### src/rtl/muxer_blank_n.sv
// -----------------------------------------------------------------------------
// muxer_blank_n
//   Registered N:1 signal router with a break-before-make blanking interval.
//   After a select change the output is frozen for hold_cyc cycles, then the
//   new channel is routed. hold_cyc == 0 switches at the sampling edge.
//
// Ports
//   clk       in   1          system clock
//   rstn      in   1          asynchronous active-low reset
//   sel       in   SEL_W      requested channel
//   in_bus    in   N*RES      flattened inputs, channel k = in_bus[k*RES +: RES]
//   hold_cyc  in   CNT_W      blanking length in cycles (0 = immediate switch)
//   out       out  RES        routed data (registered)
//   busy      out  1          high while blanking
//   sel_act   out  SEL_W      channel currently routed to out
//   sw_cnt    out  16         completed channel changes, wraps at 2**16
//
// Build option
//   MUXER_BLANK_ZERO_EN  when defined, out is forced to 0 for the whole
//                        blanking period instead of holding the last sample.
// -----------------------------------------------------------------------------
module muxer_blank_n #(
    parameter int unsigned RES   = 14,
    parameter int unsigned N     = 32,
    parameter int unsigned SEL_W = 5,
    parameter int unsigned CNT_W = 16
) (
    input  logic               clk,
    input  logic               rstn,
    input  logic [SEL_W-1:0]   sel,
    input  logic [N*RES-1:0]   in_bus,
    input  logic [CNT_W-1:0]   hold_cyc,
    output logic [RES-1:0]     out,
    output logic               busy,
    output logic [SEL_W-1:0]   sel_act,
    output logic [15:0]        sw_cnt
);

    typedef enum logic {StRun, StBlank} state_e;

    state_e             r_state;
    logic [SEL_W-1:0]   r_pend;
    logic [CNT_W-1:0]   r_cnt;
    logic [CNT_W-1:0]   r_hold;
    logic [RES-1:0]     r_out;
    logic               r_busy;
    logic [SEL_W-1:0]   r_sel_act;
    logic [15:0]        r_sw_cnt;

    logic [RES-1:0]     w_v_act;
    logic [RES-1:0]     w_v_sel;
    logic [RES-1:0]     w_v_pend;

    // Selects at or above N are legal channels that read as zero.
    function automatic logic [RES-1:0] chan_val(input logic [N*RES-1:0] bus,
                                                input logic [SEL_W-1:0] c);
        logic [RES-1:0] v;
        v = '0;
        for (int k = 0; k < int'(N); k++) begin
            if (c == SEL_W'(k)) begin
                v = bus[k*RES +: RES];
            end
        end
        return v;
    endfunction

    always_comb begin
        w_v_act  = chan_val(in_bus, r_sel_act);
        w_v_sel  = chan_val(in_bus, sel);
        w_v_pend = chan_val(in_bus, r_pend);
    end

    always_ff @(posedge clk or negedge rstn) begin
        if (!rstn) begin
            r_state   <= StRun;
            r_pend    <= '0;
            r_cnt     <= '0;
            r_hold    <= '0;
            r_out     <= '0;
            r_busy    <= 1'b0;
            r_sel_act <= '0;
            r_sw_cnt  <= '0;
        end else begin
            case (r_state)
                StRun: begin
                    if (sel != r_sel_act) begin
                        if (hold_cyc == '0) begin
                            r_sel_act <= sel;
                            r_out     <= w_v_sel;
                            r_sw_cnt  <= r_sw_cnt + 16'd1;
                        end else begin
                            // Entry edge counts as the first blanked cycle.
                            r_state <= StBlank;
                            r_pend  <= sel;
                            r_hold  <= hold_cyc;
                            r_cnt   <= hold_cyc - CNT_W'(1);
                            r_busy  <= 1'b1;
`ifdef MUXER_BLANK_ZERO_EN
                            r_out   <= '0;
`endif
                        end
                    end else begin
                        r_out <= w_v_act;
                    end
                end
                StBlank: begin
                    if (sel != r_pend) begin
                        // Retrigger: restart the full interval from the latched length.
                        r_pend <= sel;
                        r_cnt  <= r_hold - CNT_W'(1);
                    end else if (r_cnt != '0) begin
                        r_cnt <= r_cnt - CNT_W'(1);
                    end else begin
                        r_state   <= StRun;
                        r_sel_act <= r_pend;
                        r_out     <= w_v_pend;
                        r_busy    <= 1'b0;
                        // Returning to the original channel is not a switch.
                        if (r_pend != r_sel_act) begin
                            r_sw_cnt <= r_sw_cnt + 16'd1;
                        end
                    end
                end
                default: r_state <= StRun;
            endcase
        end
    end

    assign out     = r_out;
    assign busy    = r_busy;
    assign sel_act = r_sel_act;
    assign sw_cnt  = r_sw_cnt;

endmodule

### config.mk
export PLATFORM = sky130hd
export DESIGN_NAME = muxer_blank_n
export DESIGN_NICKNAME = d
export VERILOG_FILES = /design/src/rtl/muxer_blank_n.sv
export SDC_FILE = /design/constraint.sdc
export NUM_CORES = 1
export LEC_CHECK = 0
export ABC_AREA = 1
export BUFFER_PORTS_ARGS = -buffer_cell sky130_fd_sc_hd__buf_2
export CAP_MARGIN = 20
export CORE_ASPECT_RATIO = 0.75
export CORE_MARGIN = 4
export CORE_UTILIZATION = 33
export CTS_CLUSTER_DIAMETER = 100
export DETAILED_ROUTE_END_ITERATION = 16
export MAX_ROUTING_LAYER = met4
export PLACE_DENSITY_LB_ADDON = 0.12
export SLEW_MARGIN = 20
export SYNTH_ARGS = -nofsm -noshare
export SYNTH_HDL_FRONTEND = slang
export SYNTH_SLANG_ARGS = --single-unit
### constraint.sdc
create_clock -name clk -period 3.8 [get_ports clk]
set_clock_uncertainty 0.1 [all_clocks]
set_input_delay 1.14 -clock clk [delete_from_list [all_inputs] [get_ports clk]]
set_output_delay 1.14 -clock clk [all_outputs]
set_load 0.03 [all_outputs]
==> metrics.csv <==
stage,metric,value,unit
timing,worstMarginPinSlew,737,ps
detailed_routing,vias,20200,
global_routing,grt_pass1_vias,19058,
power_and_ir_drop,clkPwrFrac,27.0,%
timing,final.min_clock_period,3690,ps
global_routing,grt_max_degree,75,
cts,clockBufferDepth,2,
place,placedCellCount,3656,
critical_path,crit_path_start,sel[0],
min_path,whs_path_depth,2,
synthesis,synth_seq_area_share,14.3,%
place,finalWeightedCongestion,1.08,
synthesis,synth_compound_area_share,10.9,%
synthesis,postSynthAreaPerCell,5.06,um^2
die,die-width,237,um
run_status,status,finished clean,
die,placementRows,62,
finish,drive_gt1_share,27.1,%
power_and_ir_drop,p_comb_share,48.1,%
power_and_ir_drop,net-switching-power,1480,uW
synthesis,ys_seq_elements,74,
power_and_ir_drop,powerDensity,192,nW/um^2
timing,clock.fmax,271,MHz
die,pin_count,507,
detailed_routing,first_pass_iters,6,
place,hpwlAfterDp,70.1,mm
job,cap_viol_max_count,0,
timing,finalSetupViolCount,0,
power_and_ir_drop,power_frac_seq,25.0,%
synthesis,synthXorXnorAreaFrac,2.17,%
synthesis,yosysTopAreaCellShare,28.4,%
synthesis,synth-main-ff-cell,dfrtp_1,
critical_path,crit_fanout,7,
synthesis,synth_most_common_cell,nand2_1,
timing,fin_crit_sh,97.2,%
timing,slew_viol_final,0,
synthesis,synth_cell_types,47,
detailed_routing,ant_nets,0,
synthesis,synth_area,12900,um^2
detailed_routing,wire_per_inst,22.3,um
die,coreArea,38500,um^2
synthesis,yosys.area_share.simple,57.6,%
synthesis,synth_area_leader_cell,nand2_1,
die,fp.dieH,180,um
critical_path,r2r_cells,28,
finish,fill_cells,4305,
synthesis,synth_top_cells_by_area,"nand2_1 (28%), dfrtp_1 (14%), inv_1 (10%)",
cts,insertion_delay,350,ps
power_and_ir_drop,peakVddDrop,0.197,mV
power_and_ir_drop,p_int,1930,uW
critical_path,cp_data_required_time,3940,ps
cts,cts_hold_buf,0,
global_routing,grt-ovfl-total,0,
synthesis,yosys_warnings,0,
timing,finalWorstSetupSlack,105,ps
synthesis,synthMuxAreaShare,0.0870,%
finish,utilization,46.1,%
detailed_routing,wl,82.5,mm
min_path,holdCritPathClass,register to register,
critical_path,endpoint_kind,register,
power_and_ir_drop,p_leak,0.00944,uW
cts,htree_levels,3,
finish,final_nets,3640,
place,io_buffers,506,
finish,area_growth,37.2,%
synthesis,synth_enable_flop_cells,0,
synthesis,post_synth_fa_ha_maj_area_fraction,0.193,%
cts,cts_made_buffers,9,
synthesis,synth_top_cells_by_count,"nand2_1 (978), inv_1 (353), nor2_1 (277)",
critical_path,cp.arrival,3840,ps
min_path,min-delay-start,out[0],
cts,cts-root-buf,clkbuf_16,
place,dpl_worst_slack,-350,ps
place,dpl_cell_area,17100,um^2
cts,cts_tree,yes,
timing,max_slew_margin,50.8,%
power_and_ir_drop,switching_share,43.5,%
critical_path,r2r_start,r_pend[0],
global_routing,antenna_found_initial,17,
cts,clkSinkCount,74,
synthesis,synth_top_family_by_area,simple AND/OR/NAND/NOR gates,
global_routing,grt_usage,37.5,%
synthesis,syn_nets,3029,
cts,clk_pin_slew,70,ps
detailed_routing,drt_iter0_drc,2642,
critical_path,cp-start-kind,primary input,
global_routing,grt_pass1_wl,120,mm
detailed_routing,drcViolationCount,0,
finish,final_cells,3700,
die,floorplan.initialDensity,33.6,%
detailed_routing,drt-vias-per-instance,5.46,
timing,hold_viol_final,0,
critical_path,worstSetupPathType,primary input to register,
synthesis,syn_inst,2556,
synthesis,async_reset_ff_share,100,%
finish,design_area,17800,um^2
die,die_area,42500,um^2
[layout make-up]
cell class              instances  area (um^2)  area share (%)
clock buffers                   9          225            1.27
well taps                     512          641            3.61
multi-input cells            2004         9340            52.6
clock inverters                 7         85.1           0.479
repair buffers                703         4140            23.3
flip-flops and latches         74         1850            10.4
inverters                     375         1440            8.08
diodes                         16         40.0           0.226
[cell families after synthesis]
family / count (synthesis)
AO/OA/AOI/OAI: 259
buffers and inverters: 478
multiplexers: 1
XOR/XNOR: 32
AND/OR/NAND/NOR: 1710
flip-flops: 74
adder cells (fa/ha/maj): 2
[worst max-delay path, stage by stage]
cell and delay, ps:
buf_12 110, nor2_4 60, buf_6 130, nand4_1 80
nand2_1 70, nor2_1 130, nand3_2 100, nand2_2 90
nand4_1 100, nand2_1 100, nand4_1 260, nor2_1 180
nand4_1 110, nand2_1 110, nand4_1 110, nand2_2 110
nand3_2 70, nand2_2 90, nand4_1 110, nor2_2 230
nand4_1 110, nand2_1 70, nand2_1 50, nand2_1 50
nand2_1 50
[layer usage]
| metal | wire (um) | vias up | track usage [%] | share of wire [%] |
|---|---|---|---|---|
| li1 | - | 9381 | - | - |
| met1 | 34900 | 9403 | 51.2 | 42 |
| met2 | 36800 | 1258 | 57.6 | 45 |
| met3 | 7850 | 158 | 4.98 | 9.5 |
| met4 | 2880 | 0 | 11.9 | 3.5 |
| met5 | 0 | - | - | 0 |
[through the flow]
stage	total power [uW]	hold slack, ps	TNS (ps)
detailed placement	2420	363	-3550
global placement	2420	362	-2950
floorplan	1570	353	0
finish	3410	380	0
global route	3600	389	-22.7
CTS	3340	380	0
[sequential cells by signal, summed over array words and instances (netlist names)]
name	cells
out	14
r_hold	16
sel_act	5
r_cnt	16
r_pend	5
busy	1
sw_cnt	16
r_state	1
[timing repair]
action,in CTS,in global routing
buffers inserted,0,11
setup endpoints to repair,0,16
endpoints found under the hold margin,0,0
resized for setup,0,81
[power by group through the flow]
stage | Clock, uW | Sequential, uW | Combinational, uW
6_report | 921 | 852 | 1640
5_1_grt | 971 | 855 | 1770
4_1_cts | 926 | 850 | 1560
3_5_place_dp | 0 | 864 | 1560
3_3_place_gp | 0 | 863 | 1560
2_1_floorplan | 0 | 849 | 716
[cell usage in the layout (no fill, tap or decap), types with 5 or more instances in the layout]
| cell | netlist | layout |
|---|---|---|
| inv_2 | 9 | 11 |
| diode_2 | 0 | 16 |
| nor2_4 | 2 | 7 |
| buf_12 | 0 | 5 |
| clkbuf_16 | 0 | 9 |
| nand2_2 | 3 | 15 |
| nand3_1 | 142 | 138 |
| clkinv_1 | 10 | 7 |
| buf_4 | 9 | 184 |
| xor2_1 | 25 | 25 |
| nor4_1 | 11 | 11 |
| nor3_1 | 13 | 12 |
| nor2_1 | 277 | 264 |
| nor3_2 | 5 | 6 |
| a221oi_1 | 5 | 5 |
| nand3_2 | 4 | 7 |
| o21ai_0 | 114 | 114 |
| o21ai_1 | 6 | 6 |
| dfrtp_1 | 74 | 72 |
| inv_1 | 353 | 349 |
| nand4_1 | 200 | 200 |
| buf_6 | 6 | 13 |
| xnor2_1 | 7 | 7 |
| buf_2 | 26 | 501 |
| a31oi_1 | 9 | 9 |
| nor2_2 | 13 | 21 |
| or2_2 | 48 | 48 |
| nand2_1 | 978 | 964 |
| a21oi_1 | 110 | 110 |
[worst paths after layout]
check                             to  slack, ps
min in group asynchronous  r_hold[3]        700
hold reg to reg               out[0]        380
setup / recovery              out[2]        110
max in group asynchronous  r_pend[1]       2350
setup reg to reg              out[2]        230
hold / removal                out[0]        380
Power figures use the tool's default switching activity.
